File: config.mk
export PLATFORM = sky130hd
export DESIGN_NAME = progmem_port_arbiter
export DESIGN_NICKNAME = d
export VERILOG_FILES = /design/src/rtl/progmem_port_arbiter.sv
export SDC_FILE = /design/constraint.sdc
export NUM_CORES = 1
export LEC_CHECK = 0
export ABC_AREA = 1
export BUFFER_PORTS_ARGS = -buffer_cell sky130_fd_sc_hd__buf_2
export CAP_MARGIN = 25
export CORE_MARGIN = 2
export CORE_UTILIZATION = 45
export DETAILED_ROUTE_END_ITERATION = 10
export PLACE_DENSITY = 0.78
export SYNTH_ARGS = -nofsm -noshare
export SYNTH_HDL_FRONTEND = slang
export SYNTH_SLANG_ARGS = --single-unit
File: constraint.sdc
create_clock -name sysclk -period 2.59 [get_ports sysclk]
set_input_delay 0.3885 -clock sysclk [delete_from_list [all_inputs] [get_ports sysclk]]
set_output_delay 0.3885 -clock sysclk [all_outputs]
set_load 0.05 [all_outputs]
File: src/rtl/progmem_port_arbiter.sv
// progmem_port_arbiter: round-robin arbiter/sequencer for program RAM port A.
// Serialises single-word reads and writes from two requesters, with optional lock.
module progmem_port_arbiter #(
   parameter int ADDR_WIDTH = 10,
   parameter int DATA_WIDTH = 16,
   parameter int RD_LATENCY = 2
) (
   input  logic                  sysclk,
   input  logic                  sysreset,
   input  logic                  req0,
   input  logic                  req1,
   input  logic                  we0,
   input  logic                  we1,
   input  logic                  lock0,
   input  logic                  lock1,
   input  logic [ADDR_WIDTH-1:0] addr0,
   input  logic [ADDR_WIDTH-1:0] addr1,
   input  logic [DATA_WIDTH-1:0] wdata0,
   input  logic [DATA_WIDTH-1:0] wdata1,
   output logic                  ack0,
   output logic                  ack1,
   output logic                  rvalid0,
   output logic                  rvalid1,
   output logic [DATA_WIDTH-1:0] rdata0,
   output logic [DATA_WIDTH-1:0] rdata1,
   output logic [ADDR_WIDTH-1:0] ram_addr,
   output logic [DATA_WIDTH-1:0] ram_wdata,
   output logic                  ram_wren,
   input  logic [DATA_WIDTH-1:0] ram_q,
   output logic                  busy
);

   typedef enum logic [1:0] {
      IDLE  = 2'd0,
      WRITE = 2'd1,
      READ  = 2'd2
   } state_t;

   localparam logic [1:0] CNT_INIT = 2'(RD_LATENCY - 1);

   state_t state_q, state_d;
   logic [1:0] cnt_q, cnt_d;
   logic last_q, last_d;
   logic lock_q, lock_d;
   logic lock_id_q, lock_id_d;
   logic gnt_q, gnt_d;

   logic lock_req;
   logic sel_valid;
   logic sel_id;
   logic sel_we;
   logic sel_lock;
   logic [ADDR_WIDTH-1:0] sel_addr;
   logic [DATA_WIDTH-1:0] sel_wdata;

   logic ack0_d, ack1_d;
   logic rvalid0_d, rvalid1_d;
   logic [DATA_WIDTH-1:0] rdata0_d, rdata1_d;
   logic [ADDR_WIDTH-1:0] ram_addr_d;
   logic [DATA_WIDTH-1:0] ram_wdata_d;
   logic ram_wren_d;
   logic busy_d;

   // Winner selection: held lock first, then sole requester, then round-robin.
   always_comb begin
      lock_req  = lock_id_q ? req1 : req0;
      sel_valid = req0 | req1;
      if (lock_q && lock_req) begin
         sel_id = lock_id_q;
      end else if (req0 && req1) begin
         sel_id = ~last_q;
      end else begin
         sel_id = req1;
      end
      sel_we    = sel_id ? we1    : we0;
      sel_lock  = sel_id ? lock1  : lock0;
      sel_addr  = sel_id ? addr1  : addr0;
      sel_wdata = sel_id ? wdata1 : wdata0;
   end

   // State, round-robin, lock and registered outputs.
   always_ff @(posedge sysclk or posedge sysreset) begin
      if (sysreset) begin
         state_q   <= IDLE;
         cnt_q     <= 2'd0;
         last_q    <= 1'b1;
         lock_q    <= 1'b0;
         lock_id_q <= 1'b0;
         gnt_q     <= 1'b0;
         ack0      <= 1'b0;
         ack1      <= 1'b0;
         rvalid0   <= 1'b0;
         rvalid1   <= 1'b0;
         rdata0    <= '0;
         rdata1    <= '0;
         ram_addr  <= '0;
         ram_wdata <= '0;
         ram_wren  <= 1'b0;
         busy      <= 1'b0;
      end else begin
         state_q   <= state_d;
         cnt_q     <= cnt_d;
         last_q    <= last_d;
         lock_q    <= lock_d;
         lock_id_q <= lock_id_d;
         gnt_q     <= gnt_d;
         ack0      <= ack0_d;
         ack1      <= ack1_d;
         rvalid0   <= rvalid0_d;
         rvalid1   <= rvalid1_d;
         rdata0    <= rdata0_d;
         rdata1    <= rdata1_d;
         ram_addr  <= ram_addr_d;
         ram_wdata <= ram_wdata_d;
         ram_wren  <= ram_wren_d;
         busy      <= busy_d;
      end
   end

   // Next state: issue from IDLE, one-cycle WRITE, counted READ.
   always_comb begin
      state_d   = state_q;
      cnt_d     = cnt_q;
      last_d    = last_q;
      lock_d    = lock_q;
      lock_id_d = lock_id_q;
      gnt_d     = gnt_q;
      unique case (state_q)
         IDLE: begin
            if (lock_q && !lock_req) begin
               lock_d = 1'b0;
            end
            if (sel_valid) begin
               state_d   = sel_we ? WRITE : READ;
               cnt_d     = CNT_INIT;
               last_d    = sel_id;
               gnt_d     = sel_id;
               lock_d    = sel_lock;
               lock_id_d = sel_id;
            end
         end
         WRITE: begin
            state_d = IDLE;
         end
         READ: begin
            if (cnt_q == 2'd0) begin
               state_d = IDLE;
            end else begin
               cnt_d = cnt_q - 2'd1;
            end
         end
         default: begin
            state_d = IDLE;
         end
      endcase
   end

   // Output next values: ack/RAM drive on issue, rdata/rvalid on read completion.
   always_comb begin
      ack0_d      = 1'b0;
      ack1_d      = 1'b0;
      rvalid0_d   = 1'b0;
      rvalid1_d   = 1'b0;
      rdata0_d    = rdata0;
      rdata1_d    = rdata1;
      ram_addr_d  = ram_addr;
      ram_wdata_d = ram_wdata;
      ram_wren_d  = 1'b0;
      busy_d      = (state_d != IDLE);
      if (state_q == IDLE && sel_valid) begin
         ram_addr_d  = sel_addr;
         ram_wdata_d = sel_wdata;
         ram_wren_d  = sel_we;
         ack0_d      = ~sel_id;
         ack1_d      = sel_id;
      end
      if (state_q == READ && cnt_q == 2'd0) begin
         if (gnt_q) begin
            rvalid1_d = 1'b1;
            rdata1_d  = ram_q;
         end else begin
            rvalid0_d = 1'b1;
            rdata0_d  = ram_q;
         end
      end
   end

endmodule
Word-level counts from Yosys, hierarchy flattened
Index checks and enable logic that the tools add are counted.
{"block": "op_classes", "n_div": 0, "order_cmp": 0, "n_eq_ne": 3, "shifts": 0, "n_mux": 23, "bitwise_logic": 4, "n_mul": 0, "n_addsub": 1, "n_reduce_logical": 16}
{"op": "2-to-1 mux 16 bit", "n": 1}
{"op": "2-to-1 mux 1 bit", "n": 14}
{"op": "2-to-1 mux 10 bit", "n": 1}
{"op": "2-to-1 mux 2 bit", "n": 5}
{"op": "case mux 2 bit (2 select lines)", "n": 2}
{"op": "AND reduction 2 bit", "n": 4}
{"op": "nonzero test 2 bit", "n": 3}
{"op": "logical AND 1 bit", "n": 5}
{"op": "logical NOT 2 bit", "n": 2}
{"op": "inequality test 2 bit (second input constant)", "n": 2}
{"op": "NOT 1 bit", "n": 3}
{"op": "AND reduction 3 bit", "n": 1}
{"op": "equality test 2 bit (second input constant)", "n": 1}
{"op": "subtractor 2 x 1 -> 2 bit (second input constant)", "n": 1}
{"op": "logical NOT 1 bit", "n": 1}
{"op": "OR 1 bit", "n": 1}
{"block": "word_totals", "wordCells": 62, "ramBits": 0, "latchBits": 0, "mem_bits_ro": 0, "ff_bits": 71, "output_inout_bits": 64, "mem_count": 0, "input_bits": 76}

Logic depth before layout (Yosys ltp)
Gate-level depths: netlist of run 1.
{"block": "logic_depth", "ltp_word": 8, "mapped_depth": 9, "depth_no_buf": 8}

Worst setup path after synthesis of run 1
Ideal clock, no wire load.
{"block": "synth_path", "path_type": "flip-flop to flip-flop", "from": "register last_q", "to": "register ram_wdata[10]", "required_ps": 2521, "stages_incl_launch_ff": 9, "arrival_ps": 1215, "setup_slack_ps": 1307, "setup_time_ps": 69, "path_cell_list": "dfstp_2 inv_1 nand2_1 nand3_2 nand2_1 buf_4 buf_6 nand3_1 nand3_1"}
{"block": "synth_between", "elab_chain_len": 4}
{"element": "from (decl)", "line": "43", "rtl": "logic last_q, last_d;"}
{"element": "from (signal assigned)", "line": "103", "rtl": "last_q <= last_d;"}
{"element": "NOT 1 bit", "line": "71", "rtl": "sel_id = ~last_q;"}
{"element": "2-to-1 mux 1 bit", "line": "70", "rtl": "end else if (req0 && req1) begin"}
{"element": "2-to-1 mux 1 bit", "line": "68", "rtl": "if (lock_q && lock_req) begin"}
{"element": "2-to-1 mux 16 bit", "line": "78", "rtl": "sel_wdata = sel_id ? wdata1 : wdata0;"}
{"element": "to (signal assigned)", "line": "114", "rtl": "ram_wdata <= ram_wdata_d;"}
{"element": "to (decl)", "line": "27", "rtl": "output logic [DATA_WIDTH-1:0] ram_wdata,"}
Every way passes these cells.
A chain may end at the register's enable or synchronous reset.

Final worst setup path of run 1
{"block": "layout_path", "from": "register state_q[0]", "to": "register gnt_q"}
{"block": "layout_between", "elab_chain_len": 2}
{"element": "from (decl)", "line": "41", "rtl": "state_t state_q, state_d;"}
{"element": "from (signal assigned)", "line": "101", "rtl": "state_q <= state_d;"}
{"element": "logical NOT 2 bit", "line": "128", "rtl": "unique case (state_q)"}
{"element": "AND reduction 2 bit (no line)"}
{"element": "to (signal assigned)", "line": "106", "rtl": "gnt_q <= gnt_d;"}
{"element": "to (decl)", "line": "46", "rtl": "logic gnt_q, gnt_d;"}
Every way passes these cells.

==> results of run 1 <==
## worst paths after layout
kind	from	end	slack [ps]	cells after the start
min	sysreset	rdata0[1]	130	2
max	state_q[0]	gnt_q	960	5
max in group asynchronous	sysreset	last_q	1750	3
min reg2reg	cnt_q[0]	cnt_q[0]	480	1
min in group sysclk	wdata1[6]	ram_wdata[6]	250	3
max reg2reg	state_q[0]	gnt_q	960	5
## state kept, by name, summed over array words and instances, names as in the netlist, 2 cells and up
| name | flops |
|---|---|
| rdata0 | 16 |
| ram_addr | 10 |
| rdata1 | 16 |
| ram_wdata | 16 |
| state_q | 2 |
| cnt_q | 2 |
## area by class of cell
| class | count | share of cell area |
|---|---|---|
| Sequential cell | 71 | 0.459 |
| Timing Repair Buffer | 144 | 0.193 |
| Inverter | 33 | 0.0320 |
| Clock buffer | 10 | 0.0329 |
| Clock inverter | 6 | 0.0220 |
| Tap cell | 77 | 0.0249 |
| Multi-Input combinational cell | 199 | 0.237 |
## placed cells by master, fill, tap and decap left out, types with 2 or more instances in the layout
cell / instances
buf_2: 139
nand2_1: 93
dfrtp_1: 70
nand3_1: 58
o21ai_0: 33
inv_1: 31
clkbuf_8: 9
buf_4: 4
o21ai_1: 3
nor2_1: 3
inv_2: 2
nor2_4: 2
bufinv_16: 2
clkinv_2: 2
clkinvlp_4: 2
## per-stage QoR
| stage | hold WS (ps) | instance area, um^2 | utilization |
|---|---|---|---|
| after floorplan | 449 | 2930 | - |
| after global placement | 461 | 3660 | 0.580 |
| after detailed placement | 472 | 3660 | 0.580 |
| after CTS | 150 | 3870 | 0.614 |
| after global routing | 174 | 3870 | 0.614 |
| final | 134 | 3870 | 0.614 |
## metal layers
metal / part of all wire / global-route usage
met1: 0.43 / 0.247
met2: 0.45 / 0.321
met3: 0.099 / 0.0619
met4: 0.019 / 0.0794
met5: 0 / 0
## kinds of logic (layout without fill, tap and decap cells)
| family | Yosys count | count (layout) |
|---|---|---|
| AND/OR/NAND/NOR | 159 | 159 |
| adder cells (fa/ha/maj) | 1 | 1 |
| AO/OA/AOI/OAI | 39 | 39 |
| buffers and inverters | 50 | 193 |
| flip-flops | 71 | 71 |
## power groups by stage
stage	logic (uW)	registers (uW)	clock network, uW
after floorplan	841	3600	0
after global placement	3220	1900	0
after detailed placement	3270	1910	0
after CTS	3270	1910	973
after global routing	3470	1970	1020
final	3240	1910	947
==> results by group, run 1 <==
Power and ir drop
  – Leakage power: 0.00218 uW
  – Logic pwr share: 0.532
  – VDD IR max: 1120 uV
  – PwrDens: 1570 mW/mm^2
  – Power Total: 6090 uW
  – Clk pwr share: 0.155
  – Psw: 3200 uW
  – Switching share of power: 0.525
  – P_int: 2890 uW
  – Sequential share of power: 0.313

Clocking
  – TritonCTS sink count: 71
  – CTS Buffer Depth: 2
  – Post-CTS Setup Inserts: 0
  – Total CTS buffers: 9
  – CTS H-tree depth: 3
  – CTS tree: done
  – Clock Latency Late Sink: 330 ps
  – Cts repair resizes: 0
  – Hold_buf cts: 0
  – Reg clk slew, reported paths: 80 ps
  – CTS root buf: clkbuf_8

STA
  – Setup violators final: 0
  – Unrepaired setup endpoints after global routing: false
  – Final TNS setup: 0 ps
  – Final Critical Period: 1630 ps
  – Final hold vios: 0
  – Fmax: 614 MHz
  – Period Utilization, post-route: 0.629
  – Final Max Slew Viols: 0
  – Worst-Margin Slew: 638 ps
  – Slew margin rel.: 0.574
  – Setup Skew: 10.5 ps
  – Worst Setup Slack, final: 962 ps

Synth
  – Post-Syn Area: 0.00293 mm^2
  – Yosys reg bits: 71
  – Post-Synth Simple-Gate Area: 0.238
  – Post-Syn Nets: 397
  – Seq/Total Area, Yosys: 0.607
  – Largest family of logic cells by synthesized area: simple AND/OR/NAND/NOR gates
  – XOR/XNOR Fraction of Synth Area: 0
  – Mux contribution to synthesized area: 0
  – Synth Area per Inst: 9.15 um^2
  – EDFF count, synth: 0
  – Count leader, synth: nand2_1
  – Synth top area share: 0.598
  – Post-synth cell types: 21
  – Leading area contributor after synthesis: dfrtp_1
  – Synth Instances: 320
  – List of most frequent post-synthesis cells: 93 x nand2_1, 70 x dfrtp_1, 58 x nand3_1
  – Syn. warnings: 0
  – Top FF cell, synth: dfrtp_1
  – Async SR Flop Fraction: 1.00
  – Compound-Gate Fraction of Synth Area: 0.0709
  – Adder-Cell Fraction of Synth Area: 0.00427
  – Top post-synthesis cells by area: dfrtp_1 60%, nand2_1 12%, nand3_1 9.9%, o21ai_0 5.6%, inv_1 4.1%

Place
  – Post-DP HPWL: 4890 um
  – Placer Congestion: 0.872
  – Worst slack, placed: 832 ps
  – Placed cells: 524
  – Port bufs: 139

Critical path
  – Max stage delay on crit path: 560 ps
  – Cell chain of the critical path: nor2_2 > o21ai_4 > nor2_4 > inv_1 > o21ai_1
  – WS Path Type: flip-flop to flip-flop
  – Crit end category: flip-flop
  – Arrival @ worst endpoint: 1880 ps
  – CP required: 2840 ps
  – Maximum net fanout on the critical path: 28
  – Worst path bufs/invs: 1
  – CP Launch Type: flip-flop
  – Family with the most delay on the worst path: simple AND/OR/NAND/NOR gates
  – Slowest CP cell: nor2_4

Worst hold path
  – Hold Path Class: input port to async pin

Die
  – Die extent in x: 84.7 um
  – Initial Util: 0.464
  – DIE HEIGHT: 84.7 um
  – Total die area: 0.00717 mm^2
  – FP Rows: 29
  – # IOs: 140
  – Core Region: 0.00631 mm^2

Route
  – Antenna viol nets, final: 0
  – WL per Instance: 12.9 um
  – Vias: 2609
  – Vias per cell: 4.83
  – Post-Route WL: 6970 um
  – Residual DRC: 0
  – TritonRoute pass-1 iters: 4
  – Drt first-iter violations: 123

Global route
  – Vias in the first global route: 2576
  – Overall Global Routing Usage: 0.198
  – GRT overflow: 0
  – Initial antenna violation count: 0
  – First-pass GRT wire length: 11300 um
  – Largest net degree at the start of global routing: 43

Finish
  – Reg area: 0.00178 mm^2
  – Layout Cells excl Fill: 540
  – Ant diodes: 0
  – Area delta synth->final: 32.3%
  – Share of cells above drive strength 1: 0.361
  – Nets@finish: 535
  – # fillers: 552
  – Area of the multi-input gates: 917 um^2

Run status
  – Status: completed

Flow run
  – MaxCap Viol Count: 0
No activity file was read; power rests on OpenSTA's default activity.
==> run 2: changes to the inputs <==
Settings changed: ABC_AREA 1 to 0.
Clock period 2.59 ns to 1.6 ns, I/O delays scaled along.
==> run 2 against run 1 <==
Net effect:
- sequential power increased by 61%
- total power increased by 64%
- non-clock buffer count increased by 9
- combinational power increased by 78%
- first-iteration DRC count decreased by 47%
- utilization increased by 1.5 points
- die area increased by 0.60%
- final area increased by 3.0%
- highest routed layer unchanged
==> results by group, run 2 <==
STA
  – Fmax: 635 MHz
  – Final Max Slew Viols: 0
  – Period Utilization, post-route: 0.984
  – Setup violators final: 0
  – Final Critical Period: 1570 ps
  – Final hold vios: 0
  – Worst-Margin Slew: 359 ps
  – Setup Skew: 10.5 ps
  – Final TNS setup: 0 ps
  – Unrepaired setup endpoints after global routing: false
  – Slew margin rel.: 0.761

Power and ir drop
  – VDD IR max: 1610 uV
  – PwrDens: 2510 mW/mm^2
  – Leakage power: 0.00201 uW

Synth
  – Top post-synthesis cells by area: dfrtp_1 59%, mux2_2 12%, a221o_1 9.2%, a21boi_0 6.6%, buf_2 1.2%
  – Synth top area share: 0.594
  – Async SR Flop Fraction: 1.00
  – List of most frequent post-synthesis cells: 70 x dfrtp_1, 32 x mux2_2, 27 x a221o_1
  – Count leader, synth: dfrtp_1
  – Synth Instances: 205
  – EDFF count, synth: 0
  – Post-Syn Area: 0.00295 mm^2
  – Leading area contributor after synthesis: dfrtp_1
  – Post-synth cell types: 31
  – Syn. warnings: 0
  – Seq/Total Area, Yosys: 0.603
  – Yosys reg bits: 71
  – Synth Area per Inst: 14.4 um^2
  – Top FF cell, synth: dfrtp_1
  – Post-Syn Nets: 282

Finish
  – Nets@finish: 431
  – Share of cells above drive strength 1: 0.577
  – # fillers: 538
  – Area delta synth->final: 35.4%
  – Ant diodes: 0
  – Top flop regs: ram_wdata (16), rdata0 (16), rdata1 (16)
  – Most common cell after layout, fill and taps aside: buf_2
  – Layout Cells excl Fill: 436
  – Commonest cells after routing, fill and taps aside: 139 x buf_2, 70 x dfrtp_1, 32 x mux2_2

Critical path
  – Maximum net fanout on the critical path: 14
  – Cell chain of the critical path: or2_2 > a311oi_4 > buf_4 > clkbuf_16 > a221o_1
  – WS Path Type: flip-flop to flip-flop
  – Arrival @ worst endpoint: 1790 ps
  – CP Launch Type: flip-flop
  – Crit end category: flip-flop
  – Max stage delay on crit path: 540 ps
  – Slowest CP cell: dfstp_2
  – CP required: 1810 ps

Place
  – Placed cells: 417
  – Placer Congestion: 0.711
  – Port bufs: 139
  – Post-DP HPWL: 4720 um

Die
  – Total die area: 0.00721 mm^2
  – # IOs: 140
  – Initial Util: 0.464
  – DIE HEIGHT: 84.9 um
  – Core Region: 0.00635 mm^2
  – Die extent in x: 84.9 um
  – FP Rows: 29

Route
  – Antenna viol nets, final: 0
  – TritonRoute pass-1 iters: 4
  – Vias per cell: 5.27
  – Residual DRC: 0
  – Post-Route WL: 6640 um
  – Vias: 2296
  – WL per Instance: 15.2 um
  – Drt first-iter violations: 65

Global route
  – Vias in the first global route: 2382
  – First-pass GRT wire length: 10800 um
  – GRT overflow: 0
  – Overall Global Routing Usage: 0.192
  – Initial antenna violation count: 0
  – Largest net degree at the start of global routing: 72

Worst hold path
  – Hold Path Class: input port to async pin

Clocking
  – Reg clk slew, reported paths: 70 ps
  – CTS root buf: clkbuf_8
  – Clock Latency Late Sink: 330 ps
  – CTS H-tree depth: 3
  – TritonCTS sink count: 71
  – CTS tree: done
  – CTS Buffer Depth: 2
  – Total CTS buffers: 9

Run status
  – Status: completed

Flow run
  – MaxCap Viol Count: 0
-- run 2: cell count changes in the layout (fill, tap and decap cells not counted), sizes merged, moves of 3 or more --
cell,previous run,this run
a21boi,0,26
a221o,0,27
buf,144,152
clkbuf,10,13
inv,33,5
mux2,0,32
nand2,93,3
nand3,59,0
nor2,6,1
o21ai,37,0
or2,0,3
-- run 2: kinds of logic after synthesis --
kind of cell             share of synthesized area
AND/OR/NAND/NOR                             0.0348
AO/OA/AOI/OAI                                0.191
buffers and inverters                       0.0412
adder cells (fa/ha/maj)                    0.00424
flip-flops                                   0.603
multiplexers                                 0.126
-- run 2: worst paths after layout --
kind	from	endpoint	slack, ps	depth (start not counted)
hold reg to reg	rdata1[0]	rdata1[0]	500	1
max in group asynchronous	sysreset	last_q	1280	3
setup / recovery	last_q	ram_wdata[1]	30	5
hold / removal	sysreset	rdata1[2]	10	3
min in group sysclk	wdata0[14]	ram_wdata[14]	140	2
setup reg to reg	last_q	ram_wdata[1]	30	5
-- run 2: final cells by class --
cell class / instances / area (um^2) / area share
Sequential cell: 71 / 1780 / 0.446
Multi-Input combinational cell: 113 / 1060 / 0.266
Timing Repair Buffer: 153 / 872 / 0.219
Clock buffer: 12 / 135 / 0.0339
Tap cell: 77 / 96.3 / 0.0241
Inverter: 6 / 26.3 / 0.00659
Clock inverter: 4 / 22.5 / 0.00564
-- run 2: layer usage --
layer,global-route usage,wire length (um),share of wire
met1,0.236,2850,0.43
met3,0.0554,583,0.088
met2,0.305,3100,0.47
met4,0.105,110,0.017
met5,0,0,0
-- run 2: power breakdown --
part / total, uW / internal, uW / leakage [uW] / switching (uW)
Sequential: 3070 / 2660 / 0.000865 / 415
Clock: 1170 / 556 / 0.0000801 / 613
Combinational: 5760 / 1790 / 0.00106 / 3970
Total: 10000 / 5010 / 0.00201 / 5000
-- run 2: metrics by stage --
step / power, uW / worst slack, ps / area [um^2] / hold slack (ps) / util
2_1_floorplan: 7450 / 0.242 / 2960 / 385 / -
3_3_place_gp: 8700 / 100 / 3790 / 367 / 0.597
3_5_place_dp: 8830 / 53.8 / 3790 / 376 / 0.597
4_1_cts: 10000 / 49.2 / 3950 / 8.25 / 0.621
5_1_grt: 10500 / 0.603 / 3990 / 45.9 / 0.628
6_report: 10000 / 26.0 / 3990 / 10.1 / 0.628
-- run 2: timing repair --
action / in CTS / in global routing
gates resized for setup: 0 / 1
setup endpoints to repair: 0 / 10
buffers inserted: 0 / 2
hold buffers: 0 / 0
-- run 2: worst max-delay path: cells and delay by family, from the launching register on --
kind                   cells  cell delay (ps)
AND/OR/NAND/NOR            1              150
AO/OA/AOI/OAI              2              450
flip-flops                 1              540
buffers and inverters      2              320
